File: src/rtl/sum_accumulator_if.sv
// Upstream sample/backpressure and downstream window handshake for sum_accumulator.
// The master side feeds samples and accepts windows; the slave side is the accumulator.
interface sum_accumulator_if #(
   parameter int unsigned ACC_W = 12
) ();
   logic             en;
   logic [8:0]       sum;
   logic             stall;
   logic [ACC_W-1:0] acc_out;
   logic             acc_valid;
   logic             acc_ready;
   logic             ovf;
   logic [7:0]       count;

   modport master (
      output en, sum, acc_ready,
      input  stall, acc_out, acc_valid, ovf, count
   );

   modport slave (
      input  en, sum, acc_ready,
      output stall, acc_out, acc_valid, ovf, count
   );
endinterface

File: src/rtl/sum_accumulator.sv
// Windowed saturating accumulator of 9-bit adder results; a full window is held
// with acc_valid until the downstream side accepts it, stalling upstream meanwhile.
module sum_accumulator #(
   parameter int unsigned WIN   = 4,
   parameter int unsigned ACC_W = 12
) (
   input logic           clk,
   input logic           rst,
   sum_accumulator_if.slave bus
);

   typedef enum logic [1:0] {
      IDLE  = 2'd0,
      ACCUM = 2'd1,
      HOLD  = 2'd2
   } state_t;

   state_t           state, state_n;
   logic [ACC_W-1:0] acc, acc_n;
   logic [7:0]       cnt, cnt_n;
   logic             ovf_r, ovf_n;

   logic             stall;
   logic             accept;
   logic             xfer;
   logic [ACC_W-1:0] base_acc;
   logic [7:0]       base_cnt;
   logic             base_ovf;
   logic [ACC_W:0]   sum_w;

   assign stall  = (state == HOLD) && !bus.acc_ready;
   assign accept = bus.en && !stall;
   assign xfer   = (state == HOLD) && bus.acc_ready;

   always_ff @(posedge clk or negedge rst) begin
      if (!rst) begin
         state <= IDLE;
         acc   <= '0;
         cnt   <= '0;
         ovf_r <= 1'b0;
      end else begin
         state <= state_n;
         acc   <= acc_n;
         cnt   <= cnt_n;
         ovf_r <= ovf_n;
      end
   end

   // A transfer and an accept may share an edge: the new sample then starts a fresh window.
   always_comb begin
      state_n  = state;
      acc_n    = acc;
      cnt_n    = cnt;
      ovf_n    = ovf_r;
      base_acc = xfer ? '0 : acc;
      base_cnt = xfer ? '0 : cnt;
      base_ovf = xfer ? 1'b0 : ovf_r;
      sum_w    = {1'b0, base_acc} + {{(ACC_W - 8){1'b0}}, bus.sum};

      if (accept) begin
         if (sum_w[ACC_W]) begin
            acc_n = '1;
            ovf_n = 1'b1;
         end else begin
            acc_n = sum_w[ACC_W-1:0];
            ovf_n = base_ovf;
         end
         cnt_n   = base_cnt + 8'd1;
         state_n = (cnt_n == 8'(WIN)) ? HOLD : ACCUM;
      end else if (xfer) begin
         acc_n   = '0;
         cnt_n   = '0;
         ovf_n   = 1'b0;
         state_n = IDLE;
      end
   end

   assign bus.stall     = stall;
   assign bus.acc_out   = acc;
   assign bus.acc_valid = (state == HOLD);
   assign bus.ovf       = ovf_r;
   assign bus.count     = cnt;

endmodule
File: src/flat_wrapper.sv
// flat-port wrapper written by rule: the top's interface ports become plain ports
module sum_accumulator_flat 
#(
   parameter int unsigned WIN   = 4,
   parameter int unsigned ACC_W = 12
)
  (clk, rst, bus_en, bus_sum, bus_acc_ready, bus_stall, bus_acc_out, bus_acc_valid, bus_ovf, bus_count);
  sum_accumulator_if #(.ACC_W(ACC_W)) bus_i ();
  input logic clk;
  input logic rst;
  input wire logic [$bits(bus_i.en)-1:0] bus_en;
  input wire logic [$bits(bus_i.sum)-1:0] bus_sum;
  input wire logic [$bits(bus_i.acc_ready)-1:0] bus_acc_ready;
  output wire logic [$bits(bus_i.stall)-1:0] bus_stall;
  output wire logic [$bits(bus_i.acc_out)-1:0] bus_acc_out;
  output wire logic [$bits(bus_i.acc_valid)-1:0] bus_acc_valid;
  output wire logic [$bits(bus_i.ovf)-1:0] bus_ovf;
  output wire logic [$bits(bus_i.count)-1:0] bus_count;
  assign bus_i.en = bus_en;
  assign bus_i.sum = bus_sum;
  assign bus_i.acc_ready = bus_acc_ready;
  assign bus_stall = bus_i.stall;
  assign bus_acc_out = bus_i.acc_out;
  assign bus_acc_valid = bus_i.acc_valid;
  assign bus_ovf = bus_i.ovf;
  assign bus_count = bus_i.count;
  sum_accumulator #(.WIN(WIN), .ACC_W(ACC_W)) u_core (.clk(clk), .rst(rst), .bus(bus_i));
endmodule
File: config.mk
export PLATFORM = sky130hd
export DESIGN_NAME = sum_accumulator_flat
export DESIGN_NICKNAME = d
export VERILOG_FILES = /design/src/rtl/sum_accumulator_if.sv /design/src/rtl/sum_accumulator.sv /design/src/flat_wrapper.sv
export SDC_FILE = /design/constraint.sdc
export NUM_CORES = 1
export LEC_CHECK = 0
export BUFFER_PORTS_ARGS = -buffer_cell sky130_fd_sc_hd__buf_2
export CAP_MARGIN = 20
export CORE_UTILIZATION = 42
export DETAILED_ROUTE_END_ITERATION = 10
export PLACE_DENSITY = 0.76
export REMOVE_ABC_BUFFERS = 1
export SLEW_MARGIN = 25
export SYNTH_ARGS = -nofsm -noshare
export SYNTH_HDL_FRONTEND = slang
export SYNTH_SLANG_ARGS = --single-unit
File: constraint.sdc
create_clock -name clk -period 7.02 [get_ports clk]
set_input_delay 0.702 -clock clk [delete_from_list [all_inputs] [get_ports clk]]
set_output_delay 0.702 -clock clk [all_outputs]
set_load 0.02 [all_outputs]
==> out/qor.txt, run 1 <==
Status: finished, final reports clean
Clk root buf: clkbuf_8
Seq/Total Area, Yosys: 36.25%
Post-placement cell area: 0.001799 sq mm
Fillers: 348
Mapped Area: 0.001588 sq mm
Global-route wire length before repair: 6410 microns
Final Slew Violations: 0
Asr flop ratio synth: 100.0%
R2r worst-path depth: 9
Commonest cells after routing, fill and taps aside: 35 x buf_2, 23 x dfrtp_1, 16 x nand2_1
Tcrit/Tclk final: 47.44%
CTS tree: done
Final WS setup: 3.690 ns
Worst rel slew slack: 53.27%
Leakage: 0.8896 nW
Top_reg_cell synth: dfrtp_1
Clk buf depth: 2
Final Critical Period: 3.330 ns
Hold Fails Final Rpt: 0
Crit path from: bus_acc_ready
Total power: 0.8230 mW
P_int: 0.4417 mW
Ys Warns: 0
Initial Util: 45.78%
Slowest CP cell: nand3b_1
Cell taking the most area after synthesis: dfrtp_1
Pin count of the biggest net entering global routing: 24
Worst slew pin tran: 0.6988 ns
H-Tree Level Count: 1
Final clock skew: 0.003266 ns
R2r setup slk: 3.78 ns
Antenna Nets Post-Route: 0
Top-area cell type share of the netlist area: 36.25%
Logic pwr share: 59.8%
Fmax: 300.3 MHz
Gr usage total: 19.87%
Clock sinks: 23
ANT cells: 0
Final wirelength: 3704 microns
Port bufs: 35
Crit path cell chain: buf_2 -> nand3b_1 -> and2_1 -> ha_1 -> fa_1 -> a211oi_1 -> nor2_1 -> o211ai_2 -> nor2_2 -> a311o_1
Worst path required time: 7.17 ns
Hpwl dp: 2701 microns
Die width: 63.49 microns
Via count: 1446
Post-route DRC: 0
Commonest non-fill, non-tap cell in the layout: buf_2
GR Overflow Total: 0
Cell area after layout: 0.001844 sq mm
Core Footprint: 0.003468 sq mm
Antenna violations before repair: 0
DRT Pass-1 Iters: 4
CP peak stage delay: 0.50 ns
Pre-CTS setup slack: 3.494 ns
# Post-CTS Setup Buffers: 0
Data arrival time of the worst path: 3.48 ns
Post-synth cell types: 45
Crit path capture type: flop
Clock power share: 10.3%
Seq pwr share: 30.0%
Synth Instances: 171
FF-to-FF End: u_core.bus.acc_out[11]$_DFF_PN0_
NumNets Final: 231
Max-cap violations: 0
Peak supply drop: 0.0001893 V
Hold buffers post-CTS: 0
Worst reg2reg startpoint: u_core.state[0]$_DFFE_PN0P_
Routability cong.: 0.9033
Layout Utilization: 53.17%
Syn_area_per_cell: 9.285 sq um
Die Ht: 63.49 microns
Post-synth EDFFs: 0
Worst Path Class, Setup: in2reg
CTS resizes: 0
Vias in the first global route: 1362
Vias/cell: 5.761
Hold Path Class: in2async
Area contributors post-synth: dfrtp_1 36%, ha_1 8.7%, and2_1 5.1%
Worst-path clk slew: 0.08 ns
P_sw: 0.3813 mW
Switching portion of total power: 46.33%
CTS Buf Count: 3
Top Ports: 36
Area Overhead vs Synth: 16.15%
Die ar.: 0.004030 sq mm
Power Density: 446.2 mW/mm^2
Critical path launch point type: primary input
Worst skew pair latency: 0.27 ns
Total negative setup slack: 0 ns
Final setup viols: 0
Synth Register Bits: 23
CP Max Fanout: 20
Routed WL per cell: 14.76 microns
Share of layout cells above drive strength 1: 21.46%
Row count: 21
RSZ-0062 raised after global routing: false
DR iter-0 viols: 94
[worst max path at each step]
stage	cells after the start	slack [ns]	endpoint
3_3_place_gp	10	3.56	u_core.bus.acc_out[11]$_DFF_PN0_
6_report	10	3.69	u_core.bus.acc_out[11]$_DFF_PN0_
4_1_cts	10	3.75	u_core.bus.acc_out[11]$_DFF_PN0_
3_5_place_dp	10	3.49	u_core.bus.acc_out[11]$_DFF_PN0_
2_1_floorplan	9	4.04	u_core.bus.acc_out[9]$_DFF_PN0_
5_1_grt	10	3.48	u_core.bus.acc_out[11]$_DFF_PN0_
[power by group through the flow]
stage	clock network [mW]	registers (mW)	logic [mW]
floorplan	0	0.303	0.304
global placement	0	0.247	0.484
detailed placement	0	0.246	0.490
CTS	0.0863	0.245	0.491
global route	0.0902	0.257	0.545
finish	0.0844	0.247	0.492
[area by class of cell]
cell class	count	area, sq um	share of cell area [%]
multi-input cells	140	979.7	53.12
inverters	3	11.26	0.6106
flip-flops and latches	23	575.6	31.21
well taps	46	57.56	3.121
repair buffers	35	175.2	9.498
clock buffers	4	45.04	2.442
[synthesized netlist by cell type (3+ instances only)]
| cell type | count |
|---|---|
| a22o_1 | 4 |
| inv_1 | 3 |
| a221o_1 | 4 |
| a211oi_1 | 3 |
| and3_1 | 3 |
| nand2_1 | 16 |
| a21o_1 | 5 |
| nor3_1 | 3 |
| xor2_1 | 5 |
| o21ai_0 | 9 |
| and2_1 | 13 |
| a31oi_1 | 3 |
| ha_1 | 11 |
| o31ai_1 | 3 |
| nand3_1 | 4 |
| clkbuf_1 | 3 |
| a21oi_1 | 8 |
| nor2_1 | 9 |
| nand2b_1 | 3 |
| dfrtp_1 | 23 |
| o211ai_1 | 4 |
| nand4_1 | 3 |
[sequential cells by signal, summed over array words and instances (netlist names)]
signal / count
u_core.bus.count: 8
u_core.bus.acc_out: 12
u_core.state: 2
u_core.bus.ovf: 1
[cell families (layout without fill, tap and decap cells)]
family,Yosys count,count (layout),share of synthesized area (%)
AND/OR/NAND/NOR,61,61,19.78
AO/OA/AOI/OAI,57,57,26.16
flip-flops,23,23,36.25
adder cells (fa/ha/maj),12,12,9.929
buffers and inverters,8,42,2.049
XOR/XNOR,7,7,3.861
multiplexers,3,3,1.970
[per-stage QoR]
step                      hold slack (ns)  std cells
after global placement             0.4649        247
after floorplan                    0.4064        166
final                              0.3945        251
after detailed placement           0.4701        247
after CTS                          0.4160        251
after global routing               0.4376        251
[critical path, delay by kind of cell]
family,cells,cell delay (ns)
adder cells (fa/ha/maj),2,0.64
AO/OA/AOI/OAI,3,0.88
AND/OR/NAND/NOR,4,1.13
buffers and inverters,1,0.13
[layer usage]
layer | vias up | GRT usage (%) | part of all wire (%)
met5 | - | 0 | 0
met4 | 0 | 5.966 | 1.4
met3 | 5 | 3.080 | 4.4
met2 | 37 | 29.39 | 45
met1 | 694 | 29.36 | 49
li1 | 710 | - | -
(Power assumes the default switching activity.)
==> run 2: changes to the inputs <==
- PLACE_DENSITY: 0.76 -> 0.78
- clock period: 7.02 -> 3 ns (I/O delays scaled with it)
==> run 2 against run 1 <==
Effect of this change:
- the run now ends with hold timing left
- combinational power is 130% higher
- flip-flop and latch count unchanged
- sequential share of layout area is 0.13 points lower
- clock skew up 0.0033 ns
- highest routed layer unchanged
- hold slack got worse by 0.40 ns
- clock power increased by 140%
==> out/qor.txt, run 2 (same netlist as run 1, synthesis figures left out) <==
Final WS setup: 0.2967 ns (-3.393 ns)
Antenna Nets Post-Route: 0 (unchanged)
Global-route wire length before repair: 6223 microns (-2.9%)
ANT cells: 0 (unchanged)
Top Ports: 36 (unchanged)
Power Density: 1042 mW/mm^2 (+130%)
Fmax: 369.9 MHz
DR iter-0 viols: 96 (+2.1%)
Commonest cells after routing, fill and taps aside: 35 x buf_2, 23 x dfrtp_1, 16 x nand2_1
Gr usage total: 19.61% (-0.26 points)
Max-cap violations: 0 (unchanged)
Pre-CTS setup slack: 0.3250 ns (-3.169 ns)
Final setup viols: 0 (unchanged)
Hold Fails Final Rpt: 19 (+19)
Crit path capture type: flop
Final Slew Violations: 0 (unchanged)
CP Max Fanout: 6 (-70%)
Clk buf depth: 2 (unchanged)
CTS Buf Count: 3 (unchanged)
Worst Path Class, Setup: reg2reg
Core Footprint: 0.003468 sq mm (unchanged)
Final clock skew: 0.006606 ns (+0.003340 ns)
Failing checks: hold timing
Critical path launch point type: flop
Area Overhead vs Synth: 16.63%
Hold Path Class: in2async
Clk root buf: clkbuf_8
Worst slew pin tran: 0.6063 ns (-0.09252 ns)
CTS resizes: 0 (unchanged)
Die width: 63.49 microns (unchanged)
Pin count of the biggest net entering global routing: 24 (unchanged)
Post-route DRC: 0 (unchanged)
Total negative setup slack: 0 ns (unchanged)
CTS tree: done
Hpwl dp: 2751 microns (+1.9%)
Port bufs: 35 (unchanged)
Share of layout cells above drive strength 1: 21.84% (+0.38 points)
Commonest non-fill, non-tap cell in the layout: buf_2
Initial Util: 45.78% (unchanged)
Worst-path clk slew: 0.09 ns (about the same)
Worst skew pair latency: 0.27 ns (about the same)
Routability cong.: 0.8556 (-5.3%)
Row count: 21 (unchanged)
Fillers: 338 (-2.9%)
# Post-CTS Setup Buffers: 0 (unchanged)
Routed WL per cell: 14.91 microns (+1.1%)
Max FFs per register: 12 (unchanged)
Peak supply drop: 0.0004268 V (+130%)
Tcrit/Tclk final: 90.11%
Worst path required time: 3.16 ns (-4.01 ns)
Clock sinks: 23 (unchanged)
Die ar.: 0.004030 sq mm (unchanged)
Via count: 1468 (+1.5%)
Vias/cell: 5.825 (+1.1%)
Data arrival time of the worst path: 2.86 ns (-0.62 ns)
Hold slack: -0.009433 ns (-0.4039 ns)
GR Overflow Total: 0 (unchanged)
Vias in the first global route: 1295 (-4.9%)
Worst rel slew slack: 59.58% (+6.3 points)
RSZ-0062 raised after global routing: false
Die Ht: 63.49 microns (unchanged)
Leakage: 0.8938 nW (+0.47%)
DRT Pass-1 Iters: 4 (unchanged)
Final Critical Period: 2.703 ns
NumNets Final: 232 (+0.43%)
Sequential cell area: 575.6 sq um (unchanged)
Status: complete, but fails checks
Multi-input logic area: 979.7 sq um (unchanged)
Antenna violations before repair: 0 (unchanged)
Hold buffers post-CTS: 0 (unchanged)
H-Tree Level Count: 1 (unchanged)
Final wirelength: 3758 microns (+1.5%)
run 2: cell count changes in the layout (fill, tap and decap cells not counted), sizes merged:
| cell | change |
|---|---|
| buf | +1 |
run 2: final timing paths:
path | start | end | slack (ns) | cells after the start
worst max-delay path | u_core.state[0]$_DFFE_PN0P_ | u_core.bus.acc_out[4]$_DFF_PN0_ | 0.30 | 9
worst min-delay path | rst | u_core.bus.ovf$_DFF_PN0_ | -0.009 | 1
worst max register to register | u_core.state[0]$_DFFE_PN0P_ | u_core.bus.acc_out[4]$_DFF_PN0_ | 0.30 | 9
worst min register to register | u_core.bus.ovf$_DFF_PN0_ | u_core.bus.ovf$_DFF_PN0_ | 0.50 | 2
max in group asynchronous | rst | u_core.state[0]$_DFFE_PN0P_ | 2.66 | 1
min in group clk | bus_sum[0] | u_core.bus.acc_out[0]$_DFF_PN0_ | 0.39 | 3
run 2: metrics by stage:
stage	utilization (%)	cells	total power, mW	hold WS (ns)	instance area (sq um)
after floorplan	-	166	1.419	0.004409	1567
after global placement	52.09	248	1.705	0.3040	1807
after detailed placement	52.09	248	1.720	0.3127	1807
after CTS	53.39	252	1.929	0.02247	1852
after global routing	53.39	252	2.084	0.03221	1852
final	53.39	252	1.929	-0.009433	1852
run 2: cell type report:
cell class	instances	share of cell area, %
multi-input cells	140	52.91
flip-flops and latches	23	31.08
repair buffers	36	9.865
well taps	46	3.108
clock buffers	4	2.432
inverters	3	0.6081
run 2: worst max-delay path, stage by stage, from the launching register on:
cell and delay, ns:
dfrtp_1 0.39, nand3b_1 0.19, and2_1 0.18, ha_1 0.21, fa_1 0.43, a211oi_1 0.36, nor2_1 0.13, o211ai_2 0.28
nor2_2 0.13, a211o_1 0.29
run 2: per-layer routing:
metal / track usage, % / wire length [microns] / vias to the layer above / part of all wire [%]
li1: - / - / 713 / -
met1: 29.56 / 1888 / 707 / 50
met2: 28.72 / 1648 / 43 / 44
met3: 2.355 / 174 / 5 / 4.6
met4: 5.966 / 46 / 0 / 1.2
met5: 0 / 0 / - / 0
run 2: report_power, final:
part           leakage, nW  internal [mW]  switching [mW]
Combinational        0.588          0.498           0.656
Clock               0.0228         0.0950           0.105
Sequential           0.283          0.443           0.132
==> run 3: changes to the inputs <==
- CELL_PAD_IN_SITES_DETAIL_PLACEMENT: unset -> 0
- CELL_PAD_IN_SITES_GLOBAL_PLACEMENT: unset -> 1
- CORE_UTILIZATION: 42 -> 36
- PLACE_DENSITY: 0.78 -> 0.86
==> run 3 against run 2 <==
Effect of this change:
- the run now ends clean
- utilization shrank 7.4 points
- first-iteration DRC count rose by 15%
- clock power hardly changed
- count of clock-buffer cells in the layout unchanged
- highest routed layer unchanged
==> out/qor.txt, run 3 (same netlist as run 1, synthesis figures left out) <==
H-Tree Level Count: 1 (unchanged)
Worst-path clk slew: 0.09 ns (about the same)
Worst reg2reg startpoint: u_core.state[0]$_DFFE_PN0P_
Vias/cell: 5.625 (-3.4%)
Die ar.: 0.004680 sq mm (+16%)
Top Ports: 36 (unchanged)
Seq pwr share: 29.3% (-0.5 points)
Worst rel slew slack: 59.92% (+0.34 points)
Critical path launch point type: flop
Power Density: 1032 mW/mm^2 (-0.93%)
CTS resizes: 0 (unchanged)
Worst path required time: 3.15 ns (about the same)
Data arrival time of the worst path: 2.90 ns (+0.04 ns)
Hold Fails Final Rpt: 0 (-19)
Max FFs per register: 12 (unchanged)
Area Overhead vs Synth: 19.31%
Layout Utilization: 46.03% (-7.4 points)
Slowest CP cell: fa_1
Core Footprint: 0.004115 sq mm (+19%)
Worst skew pair latency: 0.27 ns (about the same)
Die Ht: 68.41 microns (+7.8%)
GR Overflow Total: 0 (unchanged)
Tcrit/Tclk final: 91.60% (+1.5 points)
Via count: 1468 (unchanged)
Status: finished, final reports clean
Post-route DRC: 0 (unchanged)
Routed WL per cell: 15.31 microns (+2.6%)
Switching portion of total power: 46.72% (+0.45 points)
DRT Pass-1 Iters: 4 (unchanged)
CTS Buf Count: 3 (unchanged)
Final Critical Period: 2.748 ns (+0.04459 ns)
Pin count of the biggest net entering global routing: 24 (unchanged)
Multi-input logic area: 979.7 sq um (unchanged)
Final clock skew: 0.005167 ns (-0.001439 ns)
DR iter-0 viols: 110 (+15%)
CP Max Fanout: 6 (unchanged)
Fmax: 363.9 MHz (-1.6%)
CTS tree: done
Initial Util: 38.58% (-7.2 points)
Crit path capture type: flop
Hpwl dp: 2976 microns (+8.1%)
Clk buf depth: 2 (unchanged)
Clock sinks: 23 (unchanged)
Crit path cell chain: nand3b_1 -> and2_1 -> ha_1 -> fa_1 -> a211oi_1 -> nor2_1 -> o211ai_2 -> nor2_2 -> a311o_1
Leakage: 0.9146 nW (+2.3%)
Total negative setup slack: 0 ns (unchanged)
Routability cong.: 0.8442 (-1.3%)
Antenna violations before repair: 0 (unchanged)
Row count: 23 (+9.5%)
Final Slew Violations: 0 (unchanged)
Commonest non-fill, non-tap cell in the layout: buf_2
Die width: 68.41 microns (+7.8%)
Port bufs: 35 (unchanged)
P_int: 1.042 mW (+0.50%)
Vias in the first global route: 1316 (+1.6%)
Logic pwr share: 60.4% (+0.6 points)
Worst Path Class, Setup: reg2reg
CP peak stage delay: 0.42 ns (about the same)
Sequential cell area: 575.6 sq um (unchanged)
Worst slew pin tran: 0.6012 ns (-0.005073 ns)
Hold Path Class: in2async
Clock power share: 10.3% (about the same)
ANT cells: 0 (unchanged)
Global-route wire length before repair: 6099 microns (-2.0%)
Final setup viols: 0 (unchanged)
Peak supply drop: 0.0003451 V (-19%)
Share of layout cells above drive strength 1: 23.70% (+1.9 points)
Fillers: 425 (+26%)
P_sw: 0.9135 mW (+2.3%)
R2r setup slk: 0.25 ns (-0.04 ns)
Max-cap violations: 0 (unchanged)
Antenna Nets Post-Route: 0 (unchanged)
R2r worst-path depth: 9 (unchanged)
Clk root buf: clkbuf_8
Final WS setup: 0.2521 ns (-0.04459 ns)
RSZ-0062 raised after global routing: false
Final wirelength: 3995 microns (+6.3%)
NumNets Final: 237 (+2.2%)
FF-to-FF End: u_core.bus.acc_out[11]$_DFF_PN0_
Commonest cells after routing, fill and taps aside: 35 x buf_2, 23 x dfrtp_1, 16 x nand2_1
Gr usage total: 17.65% (-2.0 points)
Pre-CTS setup slack: 0.07155 ns (-0.2535 ns)
==> run 3: cell types whose count changed in the layout (fill, tap and decap cells not counted), sizes merged <==
cell | previous run | this run
buf | 36 | 41
==> run 3: final cells by class <==
class,count,area share [%]
multi-input combinational,140,51.72
sequential,23,30.38
timing repair buffer,41,11.62
tap,50,3.303
clock buffer,4,2.378
inverter,3,0.5945
==> run 3: timing repair <==
action                     4_1_cts  5_1_grt
buffers inserted                 0        5
hold buffers                     0        0
setup endpoints to repair        0       12
==> run 3: critical path: cells and delay by family (launching register included) <==
kind                     cells  cell delay [ns]
AO/OA/AOI/OAI                3             0.91
AND/OR/NAND/NOR              4             0.71
adder cells (fa/ha/maj)      2             0.62
flip-flops                   1             0.39
==> run 3: per-stage QoR <==
step           area [sq um]  total power, mW  instances  hold WS [ns]
5_1_grt                1894            2.108        261       0.03607
3_3_place_gp           1812            1.739        252        0.3065
3_5_place_dp           1812            1.747        252        0.3154
2_1_floorplan          1567            1.419        166      0.004409
4_1_cts                1857            1.953        256       0.01904
6_report               1894            1.955        261    0.00003586
==> run 3: power groups by stage <==
stage | clock network, mW | registers [mW] | logic [mW]
2_1_floorplan | 0 | 0.709 | 0.710
4_1_cts | 0.204 | 0.573 | 1.18
3_5_place_dp | 0 | 0.578 | 1.17
5_1_grt | 0.217 | 0.596 | 1.29
3_3_place_gp | 0 | 0.581 | 1.16
6_report | 0.201 | 0.573 | 1.18
==> run 3: worst max path at each step <==
stage,from,endpoint,slack [ns],depth (start not counted)
after detailed placement,bus_acc_ready,u_core.bus.acc_out[11]$_DFF_PN0_,0.07,10
after global routing,u_core.state[0]$_DFFE_PN0P_,u_core.bus.acc_out[1]$_DFF_PN0_,0.05,9
final,u_core.state[0]$_DFFE_PN0P_,u_core.bus.acc_out[11]$_DFF_PN0_,0.25,9
after CTS,u_core.state[0]$_DFFE_PN0P_,u_core.bus.acc_out[11]$_DFF_PN0_,0.04,9
after global placement,u_core.state[0]$_DFFE_PN0P_,u_core.bus.acc_out[11]$_DFF_PN0_,0.22,9
after floorplan,u_core.state[0]$_DFFE_PN0P_,u_core.bus.acc_out[9]$_DFF_PN0_,0.28,9
==> run 3: per-layer routing <==
layer | up-vias | routed length (microns) | track usage [%]
met5 | - | 0 | 0
met4 | 0 | 31 | 5.469
met3 | 4 | 149 | 2.833
met2 | 35 | 1839 | 26.72
met1 | 703 | 1973 | 25.36
li1 | 726 | - | -
